$ cat config.mk
export PLATFORM = sky130hd
export DESIGN_NAME = truth_table_sweeper
export DESIGN_NICKNAME = d
export VERILOG_FILES = /design/src/rtl/truth_table_sweeper.sv
export SDC_FILE = /design/constraint.sdc
export NUM_CORES = 1
export LEC_CHECK = 0
export ABC_AREA = 1
export CAP_MARGIN = 10
export CORE_MARGIN = 1
export CORE_UTILIZATION = 48
export CTS_CLUSTER_DIAMETER = 150
export DETAILED_ROUTE_END_ITERATION = 8
export PLACE_DENSITY_LB_ADDON = 0.25
export SYNTH_ARGS = -nofsm -noshare
export SYNTH_HDL_FRONTEND = slang
export SYNTH_SLANG_ARGS = --single-unit
$ cat constraint.sdc
create_clock -name clk -period 1.62 [get_ports clk]
set_input_delay 0.324 -clock clk [delete_from_list [all_inputs] [get_ports clk]]
set_output_delay 0.324 -clock clk [all_outputs]
set_load 0.05 [all_outputs]
$ cat src/rtl/truth_table_sweeper.sv
// Exhaustive-stimulus engine: walks every N_IN-bit input vector in binary or Gray order,
// holds each for HOLD_CYC clocks and scores DUT outputs against a golden model.
module truth_table_sweeper #(
  parameter int N_IN     = 4,
  parameter int N_OUT    = 5,
  parameter int HOLD_CYC = 4
) (
  input  logic             clk,
  input  logic             rst_n,
  input  logic             start,
  input  logic             gray_mode,
  input  logic [N_OUT-1:0] dut_out,
  input  logic [N_OUT-1:0] exp_out,
  output logic [N_IN-1:0]  vec_out,
  output logic             busy,
  output logic             done,
  output logic [N_IN:0]    err_count,
  output logic [N_OUT-1:0] err_bits,
  output logic [N_IN-1:0]  first_err_vec,
  output logic             first_err_valid
);

  localparam int            HW        = (HOLD_CYC > 1) ? $clog2(HOLD_CYC) : 1;
  localparam logic [HW-1:0] HOLD_LAST = HW'(HOLD_CYC - 1);

  typedef enum logic [1:0] {S_IDLE, S_APPLY, S_DONE} state_e;

  state_e             state_q, state_d;
  logic               gray_q, gray_d;
  logic [N_IN-1:0]    idx_q, idx_d;
  logic [HW-1:0]      hold_q, hold_d;
  logic [N_IN-1:0]    vec_q, vec_d;
  logic [N_IN:0]      err_count_q, err_count_d;
  logic [N_OUT-1:0]   err_bits_q, err_bits_d;
  logic [N_IN-1:0]    first_err_vec_q, first_err_vec_d;
  logic               first_err_valid_q, first_err_valid_d;

  logic [N_OUT-1:0]   diff;
  logic               sample;
  logic [N_IN-1:0]    idx_inc;

  // Comparison uses the registered vec_out, so the sample cycle sees a settled DUT.
  assign diff    = dut_out ^ exp_out;
  assign sample  = (state_q == S_APPLY) && (hold_q == HOLD_LAST);
  assign idx_inc = idx_q + N_IN'(1);

  // NOTE: every next-state variable takes its hold value first, so no path can infer a latch.
  always_comb begin
    state_d           = state_q;
    gray_d            = gray_q;
    idx_d             = idx_q;
    hold_d            = hold_q;
    vec_d             = vec_q;
    err_count_d       = err_count_q;
    err_bits_d        = err_bits_q;
    first_err_vec_d   = first_err_vec_q;
    first_err_valid_d = first_err_valid_q;

    case (state_q)
      S_IDLE, S_DONE: begin
        if (start) begin
          state_d           = S_APPLY;
          gray_d            = gray_mode;
          idx_d             = '0;
          hold_d            = '0;
          vec_d             = '0;
          err_count_d       = '0;
          err_bits_d        = '0;
          first_err_vec_d   = '0;
          first_err_valid_d = 1'b0;
        end
      end
      S_APPLY: begin
        if (sample) begin
          if (|diff) begin
            err_count_d = err_count_q + (N_IN+1)'(1);
            err_bits_d  = err_bits_q | diff;
            if (!first_err_valid_q) begin
              first_err_vec_d   = vec_q;
              first_err_valid_d = 1'b1;
            end
          end
          if (&idx_q) begin
            state_d = S_DONE;
          end else begin
            idx_d  = idx_inc;
            hold_d = '0;
            vec_d  = gray_q ? (idx_inc ^ (idx_inc >> 1)) : idx_inc;
          end
        end else begin
          hold_d = hold_q + HW'(1);
        end
      end
      default: state_d = S_IDLE;
    endcase
  end

  // NOTE: sequential state is updated only with non-blocking assignments.
  always_ff @(posedge clk) begin
    if (!rst_n) begin
      state_q           <= S_IDLE;
      gray_q            <= 1'b0;
      idx_q             <= '0;
      hold_q            <= '0;
      vec_q             <= '0;
      err_count_q       <= '0;
      err_bits_q        <= '0;
      first_err_vec_q   <= '0;
      first_err_valid_q <= 1'b0;
    end else begin
      state_q           <= state_d;
      gray_q            <= gray_d;
      idx_q             <= idx_d;
      hold_q            <= hold_d;
      vec_q             <= vec_d;
      err_count_q       <= err_count_d;
      err_bits_q        <= err_bits_d;
      first_err_vec_q   <= first_err_vec_d;
      first_err_valid_q <= first_err_valid_d;
    end
  end

  assign vec_out         = vec_q;
  assign busy            = (state_q == S_APPLY);
  assign done            = (state_q == S_DONE);
  assign err_count       = err_count_q;
  assign err_bits        = err_bits_q;
  assign first_err_vec   = first_err_vec_q;
  assign first_err_valid = first_err_valid_q;

endmodule
==> results of run 1 <==
==> final cells by class <==
type | count | area share
Tap cell | 30 | 0.02051
Multi-Input combinational cell | 133 | 0.3705
Sequential cell | 27 | 0.2953
Inverter | 29 | 0.05947
Clock inverter | 1 | 0.002734
Timing Repair Buffer | 44 | 0.2392
Clock buffer | 3 | 0.01230
==> timing repair <==
| item | in CTS | in global routing |
|---|---|---|
| endpoints found under the setup margin | 0 | 4 |
| gates resized for setup | 0 | 2 |
| setup buffers | 0 | 0 |
==> state kept, by name, indices dropped and copies added (netlist names) <==
signal,cells
err_count,5
hold_q,2
state_q,2
vec_out,3
err_bits,5
idx_q,4
first_err_vec,4
gray_q,1
first_err_valid,1
==> routing by layer <==
layer  part of all wire  global-route usage  vias up
li1                   -                   -      705
met1               0.40              0.2750      628
met2               0.51              0.3838       55
met3              0.067             0.03513        8
met4              0.021              0.1179        0
met5                  0                   0        -
==> worst max-delay path, delay by kind of cell (launching register included) <==
kind / cells / cell delay [ns]
flip-flops: 1 / 0.39
buffers and inverters: 3 / 0.37
AND/OR/NAND/NOR: 1 / 0.14
==> cell usage after synthesis <==
| cell | count |
|---|---|
| dfxtp_1 | 27 |
| clkinv_1 | 1 |
| nor2_4 | 2 |
| inv_1 | 25 |
| xnor2_1 | 2 |
| buf_6 | 1 |
| nand3b_1 | 3 |
| nor2_1 | 20 |
| nand3_1 | 16 |
| a22oi_1 | 1 |
| nand2_2 | 3 |
| xor2_1 | 1 |
| buf_4 | 2 |
| buf_2 | 1 |
| nand4_1 | 1 |
| ha_1 | 3 |
| a21oi_1 | 23 |
| o21ai_0 | 10 |
| inv_2 | 3 |
| nand3_2 | 2 |
| nand3_4 | 1 |
| clkbuf_1 | 1 |
| nand2_1 | 43 |
| o21ai_2 | 1 |
| a31oi_1 | 1 |
==> per-stage QoR <==
step                 power, W  cell area [um2]  setup TNS [ns]  worst slack [ns]  hold WS [ns]
floorplan           0.0009002             1360               0            0.1441        0.4321
global placement     0.001011             1800         -0.8978           -0.1229        0.4378
detailed placement   0.001021             1800          -1.593           -0.1694        0.4507
CTS                  0.001302             1828               0           0.07909        0.4707
global route         0.001359             1831               0          0.006778        0.5008
finish               0.001295             1831               0           0.08391        0.4636
==> worst paths after layout <==
| kind | depth (start not counted) | start | slack (ns) | endpoint |
|---|---|---|---|---|
| setup / recovery | 4 | state_q[0] | 0.08 | busy |
| hold reg to reg | 2 | err_bits[1] | 0.46 | err_bits[1] |
| setup reg to reg | 7 | idx_q[0] | 0.19 | idx_q[2] |
| hold / removal | 2 | err_bits[1] | 0.46 | err_bits[1] |
==> kinds of logic after synthesis <==
kind of cell / after synthesis / share of synthesized area
buffers and inverters: 34 / 0.1058
and+or+nand+nor: 91 / 0.3119
DFF: 27 / 0.3974
xor gates and xnor gates: 3 / 0.01932
adders and majority gates: 3 / 0.02760
AOI/OAI and AO/OA: 36 / 0.1380
==> where the power goes <==
group          internal [W]  total, W  switching, W
registers          0.000690  0.000712     0.0000223
clock network     0.0000924  0.000288      0.000196
logic              0.000120  0.000295      0.000175
==> flow_metrics.py, run 1 <==
metrics = {
    "placed_design": {
        "port_buffers": 34,
        "place_congestion": 0.8672,
        "dp_hpwl_um": 2525,
        "placed_cells": 263,
    },
    "power": {
        "power_density_nw_per_um2": 707.7,
        "p_leak_nw": 0.8122,
        "peakVddDrop_uv": 658.5,
    },
    "status": {
        "outcome": "complete, no violations",
    },
    "finish": {
        "instances_no_fill": 267,
        "nFillCells": 210,
        "post-route-util": 0.7130,
        "seqCellArea_um2": 540.5,
        "areaGrowthSynthToFinish_pct": 34.59,
        "multi_input_area_um2": 678.2,
        "nNetsFinal": 255,
        "final_common_cell": "nand2_1",
        "drive_gt1_frac": 0.2025,
        "diodes": 0,
        "final_cell_mix": "nand2_1, dfxtp_1, inv_1, buf_4, a21oi_1",
    },
    "yosys": {
        "netlist_top_cells_area": "dfxtp_1, nand2_1, a21oi_1",
        "synth_top_area_frac": 0.3974,
        "syn_nets": 211,
        "ys_types": 25,
        "ys_ff_latch": 27,
        "ys.warnings.count": 0,
        "synth-seq-area-share": 0.3974,
        "yosys.area.top_type": "dfxtp_1",
        "syn_area_per_cell_um2": 7.011,
        "synth_area_um2": 1360,
        "synth_cells": 194,
    },
    "sta": {
        "period_share": 0.9482,
        "skew_ns": 0.004139,
        "tightest_slew_ns": 0.3958,
        "hold_viol_final": 0,
        "finalMaxSlewViolations": 0,
        "period_needed_ns": 1.536,
        "slew-limit-headroom": 0.7359,
        "fmax_mhz": 651.0,
        "rsz0062_at_grt": "no",
        "setup_viol": 0,
    },
    "clocking": {
        "insertion_delay_ns": 0.32,
        "hold_buffers": 0,
        "path_clk_slew_ns": 0.15,
        "cts.sinks": 27,
        "numCtsBuffers": 3,
        "cts_tree": "built",
        "clockRootBuffer": "clkbuf_4",
        "clk_path_buf_depth": 2,
        "htree_levels": 1,
    },
    "grt": {
        "grt_max_degree": 16,
        "gr-total-overflow": 0,
        "grt_pass1_vias": 1352,
        "grt_pass1_wl_um": 5637,
        "grt_usage": 0.2263,
        "antenna_found_initial": 0,
    },
    "critical_path": {
        "cp-end-kind": "output port",
        "crit_path_start_kind": "register",
        "cp.arrival_ns": 1.21,
        "critPathRequiredTime_ns": 1.30,
        "cp_cell_sequence": "inv_2 -> nor2_4 -> buf_4 -> buf_12",
        "cpMaxStageDelayCell": "dfxtp_1",
        "crit_fanout": 4,
        "max_stage_delay_ns": 0.39,
        "path_class": "reg -> out",
    },
    "detailed_routing": {
        "first_iter_violations": 51,
        "num_vias": 1396,
        "wirelength_um": 3198,
        "firstDrtPassIters": 4,
        "ant_nets": 0,
        "vias_per_cell": 5.228,
        "avgRoutedWirePerCell_um": 11.98,
        "drc": 0,
    },
    "die": {
        "rows": 18,
        "start_util": 0.5297,
        "ioPinCount": 35,
        "chipHeight_um": 55.23,
        "die_area_um2": 3050,
        "core_um2": 2567,
        "chipWidth_um": 55.23,
    },
    "worst_hold_path": {
        "hold_path.class": "reg -> reg",
    },
    "flow_run": {
        "cap_violations": 0,
    },
}
(Power assumes the default switching activity.)
==> inputs of run 2 (changes only) <==
- CTS_CLUSTER_SIZE: default -> 30
- PLACE_DENSITY: default -> 0.79
- PLACE_DENSITY_LB_ADDON: 0.25 -> default
- REMOVE_ABC_BUFFERS: default -> 1
==> flow_metrics.py, run 2 (same netlist as run 1, synthesis figures left out) <==
metrics = {
    "die": {
        "chipWidth_um": 55.23,
        "core_um2": 2567,
        "ioPinCount": 35,
        "chipHeight_um": 55.23,
        "start_util": 0.5297,
        "die_area_um2": 3050,
        "rows": 18,
    },
    "sta": {
        "hold_viol_final": 0,
        "rsz0062_at_grt": "no",
        "skew_ns": 0.005019,
        "setup_viol": 0,
        "hold_slack_ns": 0.4675,
        "fmax_mhz": 654.4,
        "slew-limit-headroom": 0.7335,
        "period_needed_ns": 1.528,
        "finalWorstSetupSlack_ns": 0.09197,
        "finalMaxSlewViolations": 0,
        "period_share": 0.9432,
        "tightest_slew_ns": 0.3993,
    },
    "grt": {
        "grt_max_degree": 16,
        "grt_usage": 0.2176,
        "gr-total-overflow": 0,
        "antenna_found_initial": 0,
        "grt_pass1_vias": 1281,
        "grt_pass1_wl_um": 5437,
    },
    "critical_path": {
        "cp-end-kind": "output port",
        "cp_cell_sequence": "inv_2 -> nor2_4 -> buf_4 -> buf_12",
        "max_stage_delay_ns": 0.39,
        "cp.arrival_ns": 1.20,
        "reg2reg_depth": 7,
        "crit_fanout": 4,
        "cpMaxStageDelayCell": "dfxtp_1",
        "cp_top_family": "flip-flops",
        "critPathRequiredTime_ns": 1.30,
        "cp_num_buf_inv": 3,
        "crit_cells": 4,
        "path_class": "reg -> out",
        "crit_path_start_kind": "register",
    },
    "finish": {
        "diodes": 0,
        "final_area_um2": 1813,
        "seqCellArea_um2": 540.5,
        "nFillCells": 241,
        "multi_input_area_um2": 675.6,
        "nNetsFinal": 253,
        "final_common_cell": "nand2_1",
        "drive_gt1_frac": 0.1915,
        "areaGrowthSynthToFinish_pct": 33.30,
        "final_cell_mix": "nand2_1, dfxtp_1, inv_1",
    },
    "detailed_routing": {
        "ant_nets": 0,
        "route.met3.wl_um": 126,
        "avgRoutedWirePerCell_um": 11.31,
        "routed.top_layer": "met4",
        "vias_per_cell": 5.075,
        "wirelength_um": 2998,
        "met1Wirelength_um": 1400,
        "wl_met2_um": 1428,
        "firstDrtPassIters": 4,
        "first_iter_violations": 35,
        "drc": 0,
        "num_vias": 1345,
    },
    "status": {
        "outcome": "complete, no violations",
    },
    "clocking": {
        "cts_tree": "built",
        "clockRootBuffer": "clkbuf_4",
        "path_clk_slew_ns": 0.15,
        "hold_buffers": 0,
        "clk_path_buf_depth": 2,
        "cts.sinks": 27,
        "numCtsBuffers": 3,
        "insertion_delay_ns": 0.33,
        "htree_levels": 1,
    },
    "power": {
        "power.total_w": 0.001301,
        "power_density_nw_per_um2": 717.7,
        "p_leak_nw": 0.8028,
        "peakVddDrop_uv": 605.6,
    },
    "placed_design": {
        "dp_hpwl_um": 2340,
        "place_congestion": 0.8629,
        "port_buffers": 34,
        "pre_cts_ws_ns": -0.1763,
        "place_area_um2": 1785,
    },
    "worst_hold_path": {
        "min_delay_path_depth": 2,
        "hold_path.class": "reg -> reg",
    },
    "flow_run": {
        "cap_violations": 0,
    },
}
run 2: changes by cell type in the layout (fill, tap and decap cells not counted), sizes merged:
cell / previous run / this run
buf: 31 / 29
run 2: cell type report:
class,instances,area share
multi-input combinational,133,0.3727
clock inverter,1,0.002761
clock buffer,3,0.01242
tap,30,0.02070
timing repair buffer,42,0.2333
sequential,27,0.2981
inverter,29,0.06004
run 2: path summary, 6_finish.rpt:
kind,startpoint,endpoint,slack [ns]
worst max-delay path,state_q[0],busy,0.09
worst min-delay path,err_bits[4],err_bits[4],0.47
worst max register to register,idx_q[0],idx_q[2],0.16
worst min register to register,err_bits[4],err_bits[4],0.47
run 2: per-stage QoR:
stage                       util  cells  setup TNS (ns)
after floorplan                -    189               0
after global placement    0.6954    261         -0.9466
after detailed placement  0.6954    261          -1.641
after CTS                 0.7061    265               0
after global routing      0.7061    265               0
final                     0.7061    265               0
run 2: repair_timing:
action	CTS	global route
setup endpoints to repair	0	1
setup buffers	0	0
resized for setup	0	1
run 2: worst register-to-register path: cells and delay by family (launching register included):
family | cells | cell delay (ns)
AOI/OAI and AO/OA | 2 | 0.46
DFF | 1 | 0.37
buffers and inverters | 1 | 0.12
adders and majority gates | 1 | 0.21
and+or+nand+nor | 3 | 0.23
run 2: per-layer routing:
layer  track usage  up-vias
met3       0.03747        4
met4        0.1000        0
met5             0        -
met1        0.2743      603
li1              -      710
met2        0.3614       28
run 2: where the power goes:
| part | internal [W] | switching, W | leakage [nW] |
|---|---|---|---|
| logic | 0.000116 | 0.000172 | 0.565 |
| clock network | 0.0000930 | 0.000208 | 0.0177 |
| registers | 0.000690 | 0.0000219 | 0.220 |
| total | 0.000899 | 0.000402 | 0.803 |
==> inputs of run 3 (changes only) <==
- HOLD_SLACK_MARGIN: default -> 0.12
==> results of run 3 <==
The final DEF is identical to that of run 2; final timing and power are the same.
